**config.mk**
```make
export PLATFORM = sky130hd
export DESIGN_NAME = mem_led_scanner
export DESIGN_NICKNAME = d
export VERILOG_FILES = /design/src/rtl/mem_led_scanner.sv
export SDC_FILE = /design/constraint.sdc
export NUM_CORES = 1
export LEC_CHECK = 0
export CAP_MARGIN = 0
export CORE_ASPECT_RATIO = 2
export CORE_UTILIZATION = 35
export CTS_BUF_LIST = sky130_fd_sc_hd__clkbuf_8
export DETAILED_ROUTE_END_ITERATION = 10
export PLACE_DENSITY = 0.53
export SETUP_SLACK_MARGIN = 0.1
export SYNTH_ARGS = -nofsm -noshare
export SYNTH_HDL_FRONTEND = slang
export SYNTH_SLANG_ARGS = --single-unit
```
**constraint.sdc**
```tcl
create_clock -name clk -period 2.5 [get_ports clk]
set_input_delay 0.5 -clock clk [delete_from_list [all_inputs] [get_ports clk]]
set_output_delay 0.5 -clock clk [all_outputs]
set_load 0.01 [all_outputs]
```
**src/rtl/mem_led_scanner.sv**
```systemverilog
// Scans a coherent 16-byte memory snapshot onto 8 LEDs, one byte at a time, either
// auto-timed (fixed dwell) or stepped by a debounced pushbutton; outputs lag index/snapshot by 1 cycle.
module mem_led_scanner #(
  parameter int unsigned DWELL_CYCLES    = 50_000_000,
  parameter int unsigned DEBOUNCE_CYCLES = 1_000_000
) (
  input  logic         clk,
  input  logic         rst_n,
  input  logic [127:0] mem_bytes,
  input  logic         mode_auto,
  input  logic         btn_next,
  input  logic         hold,
  output logic [7:0]   led,
  output logic [3:0]   led_index,
  output logic         adv_pulse
);

  localparam int unsigned DW = (DWELL_CYCLES > 1) ? $clog2(DWELL_CYCLES) : 1;
  localparam int unsigned BW = (DEBOUNCE_CYCLES > 1) ? $clog2(DEBOUNCE_CYCLES) : 1;
  localparam logic [DW-1:0] DWELL_LAST = DW'(DWELL_CYCLES - 1);
  localparam logic [BW-1:0] DEB_LAST   = BW'(DEBOUNCE_CYCLES - 1);

  typedef enum logic [1:0] {S_LOAD, S_AUTO, S_MANUAL} state_t;

  state_t          state_q, state_d;
  logic [3:0]      index_q, index_d;
  logic [DW-1:0]   dwell_q, dwell_d;
  logic [127:0]    snap_q, snap_d;
  logic            btn_meta_q, btn_sync_q;
  logic            deb_q, deb_d;
  logic [BW-1:0]   deb_cnt_q, deb_cnt_d;
  logic            rise_q;
  logic            step;
  logic            step_q;
  logic [7:0]      led_q;
  logic [3:0]      led_index_q;
  logic            adv_q;

  // Debounced level only follows the synced button after a full run of disagreeing samples.
  always_comb begin
    deb_d     = deb_q;
    deb_cnt_d = '0;
    if (btn_sync_q != deb_q) begin
      if (deb_cnt_q == DEB_LAST) begin
        deb_d = btn_sync_q;
      end else begin
        deb_cnt_d = deb_cnt_q + 1'b1;
      end
    end
  end

  always_comb begin
    state_d = state_q;
    index_d = index_q;
    dwell_d = dwell_q;
    snap_d  = snap_q;
    step    = 1'b0;
    if (!hold) begin
      case (state_q)
        S_LOAD: begin
          snap_d  = mem_bytes;
          dwell_d = '0;
          state_d = mode_auto ? S_AUTO : S_MANUAL;
        end
        S_AUTO: begin
          if (!mode_auto) begin
            state_d = S_MANUAL;
            dwell_d = '0;
          end else if (dwell_q == DWELL_LAST) begin
            dwell_d = '0;
            step    = 1'b1;
          end else begin
            dwell_d = dwell_q + 1'b1;
          end
        end
        S_MANUAL: begin
          if (mode_auto) begin
            state_d = S_AUTO;
            dwell_d = '0;
          end else if (rise_q) begin
            step = 1'b1;
          end
        end
        default: state_d = S_LOAD;
      endcase
    end
    // A wrap starts a new sweep, so it takes a fresh copy of memory.
    if (step) begin
      index_d = index_q + 4'd1;
      if (index_q == 4'hF) begin
        snap_d = mem_bytes;
      end
    end
  end

  always_ff @(posedge clk or negedge rst_n) begin
    if (!rst_n) begin
      state_q     <= S_LOAD;
      index_q     <= '0;
      dwell_q     <= '0;
      snap_q      <= '0;
      btn_meta_q  <= 1'b0;
      btn_sync_q  <= 1'b0;
      deb_q       <= 1'b0;
      deb_cnt_q   <= '0;
      rise_q      <= 1'b0;
      step_q      <= 1'b0;
      led_q       <= '0;
      led_index_q <= '0;
      adv_q       <= 1'b0;
    end else begin
      state_q     <= state_d;
      index_q     <= index_d;
      dwell_q     <= dwell_d;
      snap_q      <= snap_d;
      btn_meta_q  <= btn_next;
      btn_sync_q  <= btn_meta_q;
      deb_q       <= deb_d;
      deb_cnt_q   <= deb_cnt_d;
      rise_q      <= deb_d & ~deb_q;
      step_q      <= step;
      led_q       <= snap_q[{index_q, 3'b000} +: 8];
      led_index_q <= index_q;
      adv_q       <= step_q;
    end
  end

  assign led       = led_q;
  assign led_index = led_index_q;
  assign adv_pulse = adv_q;

endmodule

```
-- Yosys cells after proc, flatten, opt, wreduce, memory -nomap -nowiden
Cells that the tools add are included.
- output and inout bits: 13
- word-level logic and storage cells: 54
- bits of input ports: 133
- register bits: 198
- bitwise logic cells: 3
- shift operators: 1
- add/subtract/negate cells: 3
- equality and inequality tests: 8
- reductions and logical operators: 4
- muxes and demuxes: 22
- operators by type and width (kind ; number):
    $mux 128 ; 4
    $shiftx 128x8->8 ; 1
    $mux 26 ; 3
    $pmux 26 s3 ; 1
    $mux 20 ; 2
    $add 26x1->26 const B ; 1
    $eq 26x26->1 const B ; 1
    $add 20x1->20 const B ; 1
    $eq 20x20->1 const B ; 1
    $mux 1 ; 7
    $mux 2 ; 3
    $pmux 2 s3 ; 1
    $reduce_and 3->1 ; 2
    $add 4x1->4 const B ; 1
    $eq 4x4->1 const B ; 1
    $ne 2x2->1 const B ; 2
    $reduce_bool 3->1 ; 1
    $eq 2x1->1 const B ; 1
    $eq 2x2->1 const B ; 1
    $logic_not 2->1 ; 1
    $not 1->1 ; 2
    $pmux 1 s2 ; 1
    $and 1x1->1 ; 1
    $ne 1x1->1 ; 1

-- Depth between registers and ports, before layout
- depth in word-level cells: 6
- gate-level depth with buffers: 9
- mapped depth without buffers: 7

-- Worst setup path after synthesis
No wires, ideal clock.
- path kind: reg-to-reg
- from: register dwell_q[0]
- to: register snap_q[100]
- data required time: 2.375 ns
- period minus slack after synthesis: 2.316 ns
- cell stages (with the launch flop): 9
- arrival: 2.191 ns
- path slack: 0.184 ns
- cells stage by stage: dfrtp_1 -> ha_1 -> nand3_2 -> or4_4 -> nor4_4 -> a21boi_2 -> buf_12 -> buf_12 -> mux2_4
- word-level cells in the longest chain between the ends: 6
- RTL lines (element ; line ; RTL):
    from (decl) ; 27 ; logic [DW-1:0] dwell_q, dwell_d;
    from (signal assigned) ; 114 ; dwell_q <= dwell_d;
    $eq 26x26->1 ; 69 ; end else if (dwell_q == DWELL_LAST) begin
    $mux 1 ; 69 ;
    $mux 1 ; 66 ; if (!mode_auto) begin
    $pmux 1 s2 ; 59 ; case (state_q)
    $mux 1 ; 58 ; if (!hold) begin
    $mux 128 ; 88 ; if (step) begin
    via snap_d[100] ; 28 ; logic [127:0] snap_q, snap_d;
    to (signal assigned) ; 115 ; snap_q <= snap_d;
    to (decl) ; 28 ;
The timed path passes the listed nets, and every way through them passes these cells.
A chain may end at the register's enable or synchronous reset.

-- Worst setup path in the final report
- from: register dwell_q[0]
- to: register snap_q[4]
Same word-level chain as after synthesis.

==> impl_metrics.json <==
{
  "outcome": "finished, final reports clean",
  "synth-simple-area-share_pct": 9.60,
  "cts_tree": "built",
  "mostFrequentLayoutCell": "dfrtp_1",
  "track_usage_pct": 19.4,
  "syn_area_mm2": 0.00964,
  "die_width_um": 119,
  "power.total_uw": 11200,
  "mostFrequentLayoutCells": "dfrtp_1 (196), clkdlybuf4s50_1 (144), mux2_4 (120), buf_4 (49), nor2_1 (43)",
  "routedWlPerCell_um": 21.5,
  "drt_iter0_markers": 286,
  "h-tree-depth": 4,
  "slew_headroom_pct": 53.3,
  "async_flop_share_pct": 100,
  "synth_fa_ha_area_share_pct": 0.908,
  "start_util_pct": 35.7,
  "fin_crit_ns": 2.42,
  "p_leak_uw": 0.00542,
  "yosysWarnings": 0,
  "portBuffers": 145,
  "grt_pass1_vias": 6988,
  "dp_hpwl_um": 19400,
  "tightest_slew_ns": 0.695,
  "syn_area_per_cell_um2": 15.0,
  "dieArea_mm2": 0.0283,
  "netlist.area_leader.share_pct": 51.4,
  "fmax_mhz": 414,
  "finalCritPeriodShare_pct": 96.7,
  "design_area_mm2": 0.0123,
  "clk_path_buf_depth": 2,
  "critical_path_class": "register to register",
  "grt_start_max_net_pins": 67,
  "grt.overflow.total": 0,
  "synth_cells": 643,
  "hold_path_class": "register to register",
  "syn_nets": 783,
  "rsz0062_at_grt": "true",
  "slew_violations": 0,
  "utilization_pct": 45.4,
  "clkSinkCount": 198,
  "fin_setup_tns_ns": 0,
  "num_io_pins": 146,
  "cts_made_buffers": 17,
  "synth_xor_area_share_pct": 3.36,
  "die_h_um": 237,
  "wirelength_um": 25800,
  "placementRows": 85,
  "ys_ff_latch": 198,
  "holdWs_ns": 0.359,
  "finalHoldViolations": 0,
  "ys_types": 52,
  "synth_seq_area_share_pct": 51.4,
  "vias": 6066,
  "grt_pass1_wl_um": 40200,
  "clk_latency_ns": 0.50,
  "synth_compound_area_share_pct": 1.96,
  "coreArea_mm2": 0.0270,
  "synth_top_area_cell": "dfrtp_1",
  "avgViaCountPerCell": 5.05,
  "setup_viol": 0,
  "critPathCaptureType": "register",
  "critPathArrivalTime_ns": 2.80,
  "yosys-top-cells-area": "dfrtp_1 (51%), mux2_4 (19%), mux4_2 (9.3%)",
  "place_area_mm2": 0.0118,
  "crit_fanout": 16,
  "clock-root-buffer": "clkbuf_8",
  "synth_top_family_by_area": "multiplexers",
  "synthFlopType": "dfrtp_1",
  "syn2layout_area_growth_pct": 27.1,
  "powerDensity_mw_per_mm2": 913,
  "synth_edf_count": 0,
  "clk_pin_slew_worst_paths_ns": 0.10,
  "antenna_left": 0,
  "final_net_count": 978,
  "nFillCells": 2448,
  "muxShareOfSynthArea_pct": 29.2,
  "skew_ns": 0.0179,
  "antenna_found_initial": 2,
  "maxCapViolCount": 0,
  "place.gp.congestion": 0.829,
  "required_ns": 2.88,
  "remaining_drc_errors": 0,
  "drive_above_1_share_pct": 32.3,
  "vdd_drop_max_mv": 0.429,
  "start_kind": "register",
  "firstDrtPassIters": 4
}
-- worst paths after layout --
path / cells past startpoint / slack (ns) / endpoint / startpoint
max: 8 / 0.08 / snap_q[4] / dwell_q[0]
min: 0 / 0.36 / btn_sync_q / btn_meta_q
max reg2reg: 8 / 0.08 / snap_q[4] / dwell_q[0]
min reg2reg: 0 / 0.36 / btn_sync_q / btn_meta_q
max in group asynchronous: 3 / 1.26 / snap_q[125] / rst_n
min in group asynchronous: 2 / 0.51 / snap_q[118] / rst_n
-- flip-flops by register name, summed over array words and instances, names as in the netlist, 2 cells and up --
register,flops
deb_cnt_q,20
index_q,4
dwell_q,26
led_index,4
led,8
snap_q,128
state_q,2
-- cell usage after synthesis (7+ instances only) --
| master | count |
|---|---|
| nor2_1 | 43 |
| mux4_2 | 40 |
| nand3_1 | 22 |
| buf_12 | 11 |
| xnor2_1 | 14 |
| dfrtp_1 | 198 |
| and3_1 | 9 |
| o21ai_0 | 13 |
| ha_1 | 7 |
| nand4_1 | 18 |
| nor3_1 | 8 |
| nand2_1 | 19 |
| mux2_1 | 8 |
| xor2_1 | 23 |
| mux2_4 | 120 |
| clkbuf_1 | 13 |
-- per-layer routing --
metal | vias to the layer above | wire length (um) | GRT usage, %
met3 | 40 | 786 | 3.16
met5 | - | 0 | 0
met4 | 0 | 1120 | 10.5
li1 | 2743 | - | -
met2 | 152 | 15100 | 37.3
met1 | 3131 | 8810 | 19.5
-- where the power goes --
group	internal (uW)	switching (uW)
Combinational	2780	1340
Sequential	4360	664
Clock	850	1190
Total	7990	3200
-- cell families (layout without fill, tap and decap cells) --
logic type	Yosys count	in the layout
flops	198	198
mux	170	170
simple gates	166	166
xor+xnor	37	37
buf+inv	37	245
compound gates	28	28
fa+ha+maj	7	7
other cells	0	2
-- worst max-delay path, stage by stage, from the launching register on --
cell and delay (ns):
dfrtp_1 0.42, ha_2 0.23, nand3_2 0.10, or4_4 0.58, nor4_4 0.20, a21boi_4 0.12
buf_12 0.17, buf_12 0.16, mux2_1 0.32
-- through the flow --
stage                     setup WS (ns)  cells
after floorplan                   0.184    643
after global placement          -0.0682   1160
after detailed placement         -0.106   1160
after CTS                        0.0648   1195
after global routing             0.0188   1201
final                            0.0830   1201
-- repair_timing --
action,in CTS,in global routing
hold buffers,1,0
endpoints found under the setup margin,123,140
buffers inserted,2,4
resized for setup,1,3
gates cloned,0,0
pin swaps,2,1
endpoints found under the hold margin,42,0
-- layout make-up --
cell class | instances | area, um^2 | share of cell area [%]
timing repair buffer | 209 | 2100 | 17.2
multi-input combinational | 408 | 4360 | 35.5
sequential | 198 | 4960 | 40.4
antenna | 2 | 5.00 | 0.0408
clock inverter | 13 | 123 | 1.00
tap | 348 | 435 | 3.55
inverter | 4 | 15.0 | 0.122
clock buffer | 19 | 262 | 2.13
Note: power is estimated with default switching activity, not from simulation.
